==> src/rtl/usb_rx_pkg.sv <==
// -----------------------------------------------------------------------------
// usb_rx_pkg
// Shared types and constants for the USB RX path.
//   line_state_t : classified D+/D- line state (J, K, SE0, SE1)
//   state_t      : bit decoder FSM states
//   J_DP / K_DP  : D+ level of the J and K line states
//   nrzi_decode  : NRZI rule, an unchanged line level decodes to a 1
// -----------------------------------------------------------------------------
package usb_rx_pkg;

   typedef enum logic [1:0] {
      LS_J   = 2'd0,
      LS_K   = 2'd1,
      LS_SE0 = 2'd2,
      LS_SE1 = 2'd3
   } line_state_t;

   typedef enum logic [1:0] {
      IDLE   = 2'd0,
      ACTIVE = 2'd1,
      SE0_1  = 2'd2,
      SE0_2  = 2'd3
   } state_t;

   localparam logic J_DP = 1'b1;
   localparam logic K_DP = 1'b0;

   // No transition on the line encodes a 1, a transition encodes a 0.
   function automatic logic nrzi_decode(input logic dp, input logic prev_dp);
      return (dp == prev_dp);
   endfunction

endpackage : usb_rx_pkg

==> src/rtl/rx_line_classify.sv <==
// -----------------------------------------------------------------------------
// rx_line_classify
// Purely combinational mapping of the synchronized D+/D- pair to a line state.
// Shared with the RX control unit, which needs the same J/K/SE0/SE1 view.
// Ports:
//   d_plus_sync  : synchronized D+
//   d_minus_sync : synchronized D-
//   line_state   : J=(1,0), K=(0,1), SE0=(0,0), SE1=(1,1)
// -----------------------------------------------------------------------------
module rx_line_classify
   import usb_rx_pkg::*;
(
   input  logic        d_plus_sync,
   input  logic        d_minus_sync,
   output line_state_t line_state
);

   always_comb begin
      // NOTE: assign a default before the case so every path drives the
      // output; a missed branch would otherwise infer a latch.
      line_state = LS_SE1;
      case ({d_plus_sync, d_minus_sync})
         2'b10:   line_state = LS_J;
         2'b01:   line_state = LS_K;
         2'b00:   line_state = LS_SE0;
         default: line_state = LS_SE1;
      endcase
   end

endmodule : rx_line_classify

==> src/rtl/rx_bit_decoder.sv <==
// -----------------------------------------------------------------------------
// rx_bit_decoder
// Bit-level front stage of the USB RX path. On every bit-timer strobe it
// samples the line, NRZI-decodes it, drops stuffed bits and tracks EOP.
// Ports:
//   clk, rst      : clock and synchronous active-high reset
//   d_plus_sync   : synchronized D+
//   d_minus_sync  : synchronized D-
//   shift_enable  : one-cycle sample strobe from the bit timer
//   enable        : packet active from RX control; low forces IDLE
//   d_edge        : pulse on a D+ falling edge while IDLE (start of packet)
//   d_orig        : last decoded payload bit, held between valid bits
//   bit_valid     : pulse, d_orig holds a new payload bit
//   invalid_bit   : pulse, the sampled bit was a stuffed 0 and was dropped
//   eop           : pulse on a correct SE0,SE0,J end of packet
//   eop_err       : pulse on a malformed end of packet
//   stuff_err     : pulse, a 1 arrived where a stuffed 0 was required
//   line_err      : pulse, SE1 sampled
// All outputs are registered and appear the cycle after the strobe.
// -----------------------------------------------------------------------------
module rx_bit_decoder
   import usb_rx_pkg::*;
#(
   parameter int STUFF_LEN = 6
) (
   input  logic clk,
   input  logic rst,
   input  logic d_plus_sync,
   input  logic d_minus_sync,
   input  logic shift_enable,
   input  logic enable,
   output logic d_edge,
   output logic d_orig,
   output logic bit_valid,
   output logic invalid_bit,
   output logic eop,
   output logic eop_err,
   output logic stuff_err,
   output logic line_err
);

   localparam int                CNT_W     = $clog2(STUFF_LEN + 1);
   localparam logic [CNT_W-1:0]  STUFF_MAX = CNT_W'(STUFF_LEN);

   state_t            state;
   line_state_t       line_state;
   logic [CNT_W-1:0]  ones_cnt;
   logic              prev_dp;
   logic              dp_q;
   logic              rx_bit;

   rx_line_classify u_classify (
      .d_plus_sync  (d_plus_sync),
      .d_minus_sync (d_minus_sync),
      .line_state   (line_state)
   );

   // Decoded value of the current sample relative to the previous J/K level.
   assign rx_bit = nrzi_decode(d_plus_sync, prev_dp);

   always_ff @(posedge clk) begin
      if (rst) begin
         state       <= IDLE;
         ones_cnt    <= '0;
         prev_dp     <= J_DP;
         dp_q        <= J_DP;
         d_edge      <= 1'b0;
         d_orig      <= 1'b1;
         bit_valid   <= 1'b0;
         invalid_bit <= 1'b0;
         eop         <= 1'b0;
         eop_err     <= 1'b0;
         stuff_err   <= 1'b0;
         line_err    <= 1'b0;
      end else begin
         // NOTE: non-blocking assignments throughout, so every register sees
         // the values from before this edge regardless of statement order.
         dp_q        <= d_plus_sync;
         // SOP detection runs every cycle, not only on strobes.
         d_edge      <= (state == IDLE) && dp_q && !d_plus_sync;

         // Pulses default low; at most one branch below raises one of them.
         bit_valid   <= 1'b0;
         invalid_bit <= 1'b0;
         eop         <= 1'b0;
         eop_err     <= 1'b0;
         stuff_err   <= 1'b0;
         line_err    <= 1'b0;

         if (!enable && (state != IDLE)) begin
            // Dropping enable aborts the packet and masks any strobe this cycle.
            state    <= IDLE;
            ones_cnt <= '0;
         end else begin
            unique case (state)
               IDLE: begin
                  if (enable) begin
                     state    <= ACTIVE;
                     ones_cnt <= '0;
                     prev_dp  <= J_DP;
                  end
               end

               ACTIVE: begin
                  if (shift_enable) begin
                     unique case (line_state)
                        LS_J, LS_K: begin
                           prev_dp <= d_plus_sync;
                           if (ones_cnt == STUFF_MAX) begin
                              // This slot must carry the stuffed 0.
                              ones_cnt <= '0;
                              if (rx_bit) stuff_err   <= 1'b1;
                              else        invalid_bit <= 1'b1;
                           end else begin
                              d_orig    <= rx_bit;
                              bit_valid <= 1'b1;
                              ones_cnt  <= rx_bit ? ones_cnt + CNT_W'(1) : '0;
                           end
                        end
                        LS_SE0: begin
                           // Possible EOP start; prev_dp is kept as is.
                           state <= SE0_1;
                        end
                        LS_SE1: begin
                           line_err <= 1'b1;
                           state    <= IDLE;
                           ones_cnt <= '0;
                        end
                     endcase
                  end
               end

               SE0_1: begin
                  if (shift_enable) begin
                     if (line_state == LS_SE0) begin
                        state <= SE0_2;
                     end else begin
                        eop_err  <= 1'b1;
                        state    <= IDLE;
                        ones_cnt <= '0;
                     end
                  end
               end

               SE0_2: begin
                  if (shift_enable) begin
                     if (line_state == LS_J) eop     <= 1'b1;
                     else                    eop_err <= 1'b1;
                     state    <= IDLE;
                     ones_cnt <= '0;
                  end
               end
            endcase
         end
      end
   end

endmodule : rx_bit_decoder

==> config.mk <==
export PLATFORM = sky130hd
export DESIGN_NAME = rx_bit_decoder
export DESIGN_NICKNAME = d
export VERILOG_FILES = /design/src/rtl/usb_rx_pkg.sv /design/src/rtl/rx_line_classify.sv /design/src/rtl/rx_bit_decoder.sv
export SDC_FILE = /design/constraint.sdc
export NUM_CORES = 1
export LEC_CHECK = 0
export BUFFER_PORTS_ARGS = -buffer_cell sky130_fd_sc_hd__buf_2
export CAP_MARGIN = 10
export CORE_UTILIZATION = 27
export CTS_BUF_LIST = sky130_fd_sc_hd__clkbuf_8
export CTS_CLUSTER_SIZE = 14
export DETAILED_ROUTE_END_ITERATION = 10
export SLEW_MARGIN = 20
export SYNTH_ARGS = -nofsm -noshare
export SYNTH_HDL_FRONTEND = slang
export SYNTH_HIERARCHICAL = 1
export SYNTH_SLANG_ARGS = --single-unit
==> constraint.sdc <==
create_clock -name clk -period 1.7 [get_ports clk]
set_input_delay 0.34 -clock clk [delete_from_list [all_inputs] [get_ports clk]]
set_output_delay 0.34 -clock clk [all_outputs]
set_load 0.01 [all_outputs]
# --- Word-level counts from Yosys, hierarchy flattened ---
# Index checks and enable logic that the tools add are counted.
totals:
  ff_bits: 15
  latch_bits: 0
  ram_bits: 0
  romBits: 0
  out_inout_bits: 8
  word_cells: 88
  memories: 0
op_classes:
  add_sub_neg: 1
  n_mul: 0
  div: 0
  order_cmp: 0
  eq_ne: 18
  n_shift: 0
  mux: 31
  bitwise: 6
  reduce_logical: 20
op_table:
  columns: ["op", "n"]
  rows:
  - ["3-bit 2-to-1 mux", 7]
  - ["5-bit AND reduction", 3]
  - ["1-bit 2-to-1 mux", 12]
  - ["2-bit inequality test (second input constant)", 6]
  - ["3-bit case mux with 4 select lines", 1]
  - ["2-bit == test (second input constant)", 5]
  - ["2-bit 2-to-1 mux", 5]
  - ["2-bit case mux with 4 select lines", 1]
  - ["4-bit OR reduction", 2]
  - ["2-bit by 1-bit == test with 1-bit output (second input constant)", 3]
  - ["2-bit zero test", 3]
  - ["3-bit by 2-bit inequality test with 1-bit output (second input constant)", 2]
  - ["1-bit inverter", 6]
  - ["2-bit case mux with 3 select lines", 1]
  - ["3-bit case mux with 2 select lines", 1]
  - ["6-bit AND reduction", 1]
  - ["6-bit OR reduction", 1]
  - ["5-bit OR reduction", 1]
  - ["1-bit case mux with 2 select lines", 2]
  - ["2-bit case mux with 2 select lines", 1]
  - ["2-bit nonzero test", 2]
  - ["2-bit OR reduction", 2]
  - ["3-bit by 1-bit adder with 3-bit output (second input constant)", 1]
  - ["3-bit == test (second input constant)", 1]
  - ["other kinds (3)", 6]

# --- Logic depth before layout (Yosys ltp) ---
depth:
  depth_word: 7
  ltp_mapped: 7
  depth_no_buf: 7

# --- By module ---
# Netlist, hierarchy kept.
by_module_without_submodules:
  columns: ["module", "n_inst", "cells_each", "area_per_inst_um2", "seq_area_each_um2"]
  rows:
  - ["rx_bit_decoder", 1, 74, 688.2, 300.3]
  - ["rx_line_classify", 1, 4, 35.0, 0.0]

# --- Worst setup path after synthesis ---
# OpenSTA, ideal clock, no wires.
synth_timing:
  path_kind: "in2reg"
  startpoint: "input d_plus_sync"
  endpoint: "register ones_cnt[0]"
  setup_time_ns: 0.087
  t_arrival_ns: 1.645
  setup_slack_ns: -0.032
  cell_stages: 7
  n_path_buf: 0
  cell_sequence: "inv_1 > ha_1 > or2_1 > nand2b_1 > o211a_1 > or4_1 > o31ai_1"
synth_between:
  elab_chain_cells: 7
synth_lines:
  columns: ["element", "line_no", "source"]
  rows:
  - ["from (decl)", "rx_bit_decoder.sv:28", "input logic d_plus_sync,"]
  - ["2-bit by 1-bit == test with 1-bit output (tied with other cells)", "rx_line_classify.sv:22", "case ({d_plus_sync, d_minus_sync})"]
  - ["2-bit case mux with 3 select lines *", "rx_line_classify.sv:22", null]
  - ["named net line_state[0]", "rx_bit_decoder.sv:46", "line_state_t line_state;"]
  - ["2-bit by 1-bit == test with 1-bit output / 2-bit zero test (equally long branches)", "rx_bit_decoder.sv:106", "unique case (line_state)"]
  - ["2-bit OR reduction", "rx_bit_decoder.sv:106", null]
  - ["3-bit case mux with 2 select lines", "rx_bit_decoder.sv:106", null]
  - ["3-bit 2-to-1 mux", "rx_bit_decoder.sv:105", "if (shift_enable) begin"]
  - ["3-bit case mux with 4 select lines", "rx_bit_decoder.sv:95", "unique case (state)"]
  - ["to (signal assigned)", "rx_bit_decoder.sv:117", "ones_cnt <= rx_bit ? ones_cnt + CNT_W'(1) : '0;"]
  - ["to (decl)", "rx_bit_decoder.sv:47", "logic [CNT_W-1:0] ones_cnt;"]
# The timed path passes the listed nets; every way through them passes the cells marked *. The select of a mux whose other input is x is not followed.
# A chain may end at the register's enable or synchronous reset.

# --- Worst setup path in the final report ---
layout_timing:
  startpoint: "input d_plus_sync"
  endpoint: "register ones_cnt[1]"
# Same word-level chain as after synthesis.

==> results.cfg <==
[critical_path]
crit_buf_inv = 2
crit_arrival_ps = 1770
startpoint_type = input port
critPathTopFamily = simple AND/OR/NAND/NOR gates
worst-setup-path-type = input port to flip-flop
max_stage_delay_ps = 410
cp_slowest_cell = or4_1
crit_chain = buf_2, inv_1, ha_1, or2_4, nand2b_4, o211a_1, or4_1, o31ai_1
required_ps = 1860
critPathMaxFanout = 5
worstSetupEndpointType = flip-flop

[sta]
hold_viol = 0
rsz0062_at_grt = no
whs_ps = 358
slew_violations = 0
finClkSkew_ps = 0.594
setup_ws_ps = 94.1
min_period_ps = 1610
finalSetupTns_ps = 0
max_freq_ghz = 0.623
relSlewSlack = 0.810
finalCritPeriodShare = 0.945
tightest_slew_ps = 285
setup_viol = 0

[drt]
drt_first_pass_iters = 4
routed_wl_um = 1460
drtIter0Drc = 26
avgViaCountPerCell = 5.03
ant_nets = 0
vias = 659
drc = 0
wire_per_inst_um = 11.1

[job]
drv_cap = 0

[floorplanning]
die_h_um = 53.8
die_w_um = 53.8
rows = 18
pin_count = 14
core_area_mm2 = 0.00250
initial_utilization = 0.289
dieArea_mm2 = 0.00289

[run_status]
status = completed

[placed_design]
place.gp.congestion = 0.802
dpl.hpwl_um = 1060
pre_cts_slack_ps = -172
numPortBuffers = 13

[final_layout]
fin_util = 0.376
layout_commonest_cell = dfxtp_1
nNetsFinal = 112
drive_above_1_share = 0.287
mostFrequentLayoutCells = dfxtp_1 (15), buf_2 (13), buf_4 (8), inv_1 (5), nand2b_1 (5)
antenna_cells = 0
areaGrowthSynthToFinish_pct = 30.1

[global_routing]
track_usage = 0.122
grt_pass1_vias = 593
grt_start_max_net_pins = 12
antenna_found_initial = 0
overflow = 0
grt_pass1_wl_um = 2510

[clocking]
ctsRootBufferMaster = clkbuf_8
cts_tree = yes
clk_pin_slew_ps = 60
htree_levels = 1
clock-sinks = 15
postCtsSetupRepairBufs = 0
clock_path_buffers = 2
clock_latency_ps = 240
cts_made_buffers = 3

[yosys]
ys_warn_count = 6
syn_nets = 88
synth_top_area_share = 0.415
ys_seq_elements = 15
synth_area_um2 = 723
synth_area_leader_cell = dfxtp_1
synthCells = 78
ys_types = 34
synth_area_per_cell_um2 = 9.27
synth_area_leaders = dfxtp_1 (42%), ha_1 (6.9%), nand2b_1 (5.2%)
synth-seq-area-share = 0.415

[power]
ir_worst_vdd_v = 0.000410
p_total_mw = 0.763
leakagePower_nw = 0.425
powerDensity_mw_per_mm2 = 811

[hold_path]
hold_path.class = input port to flip-flop
final timing paths:
path	cells past startpoint	slack, ps	start	end
hold / removal	2	360	rst	bit_valid
setup / recovery	8	90	d_plus_sync	ones_cnt[1]
setup reg to reg	4	130	state[1]	ones_cnt[1]
hold reg to reg	1	470	dp_q	d_edge
final cells by class:
cell class,count,area [um^2]
clock buffer,3,41.3
clock inverter,1,3.75
fill,245,1560
inverter,4,15.0
multi-input combinational,57,418
sequential,15,300
tap,30,37.5
timing repair buffer,21,125
cells in the mapped netlist:
| cell type | count |
|---|---|
| nand2_1 | 4 |
| o211ai_1 | 1 |
| and2b_1 | 1 |
| ha_1 | 4 |
| o21bai_1 | 1 |
| nand3_1 | 2 |
| or4_1 | 3 |
| or2_1 | 1 |
| nand4b_1 | 1 |
| o21ai_0 | 3 |
| nor2_1 | 3 |
| o211a_1 | 2 |
| nand4_1 | 1 |
| o2111ai_1 | 1 |
| mux2i_1 | 1 |
| a21oi_1 | 2 |
| or2_0 | 1 |
| nor3b_1 | 1 |
| clkbuf_1 | 1 |
| nor4b_1 | 3 |
| o31ai_1 | 2 |
| a2bb2oi_1 | 1 |
| nand2b_1 | 6 |
| xnor2_1 | 1 |
| o21ba_1 | 1 |
| nor3_1 | 2 |
| nor2b_1 | 3 |
| buf_2 | 1 |
| dfxtp_1 | 15 |
| o22ai_1 | 1 |
| and4_1 | 1 |
| nor4_1 | 2 |
| or2_2 | 1 |
| inv_1 | 4 |
where the power goes:
part / total, mW / switching [mW] / internal [mW]
Combinational: 0.123 / 0.0635 / 0.0599
Sequential: 0.364 / 0.00441 / 0.360
Clock: 0.275 / 0.116 / 0.160
Total: 0.763 / 0.183 / 0.579
metal layers:
metal	part of all wire	track usage
met5	0	0
met4	0.018	0.0658
met3	0.076	0.0254
met2	0.42	0.187
met1	0.49	0.157
cells by family (layout without fill, tap and decap cells):
kind of cell	count (synthesis)	after routing	synth area share
XOR/XNOR	1	1	0.0121
buffers and inverters	6	29	0.0329
adder cells (fa/ha/maj)	4	4	0.0692
AND/OR/NAND/NOR	36	36	0.306
AO/OA/AOI/OAI	15	15	0.151
flip-flops	15	15	0.415
multiplexers	1	1	0.0138
sequential cells by signal, indices dropped and copies added (netlist names):
register	cells
line_err	1
eop_err	1
d_orig	1
prev_dp	1
d_edge	1
ones_cnt	3
dp_q	1
invalid_bit	1
stuff_err	1
eop	1
state	2
bit_valid	1
metrics by stage:
step	area, um^2	instances
2_1_floorplan	731	78
3_3_place_gp	885	127
3_5_place_dp	885	127
4_1_cts	930	131
5_1_grt	941	131
6_report	941	131
what timing repair did:
action | CTS | global route
resized for setup | 0 | 3
hold buffers | 0 | 0
endpoints found under the setup margin | 0 | 3
worst register-to-register path: stages, from the launching register on:
cell	delay, ps
dfxtp_1	390
o21ba_1	210
or2_0	290
or4_1	540
o31ai_1	70
(Power assumes the default switching activity.)
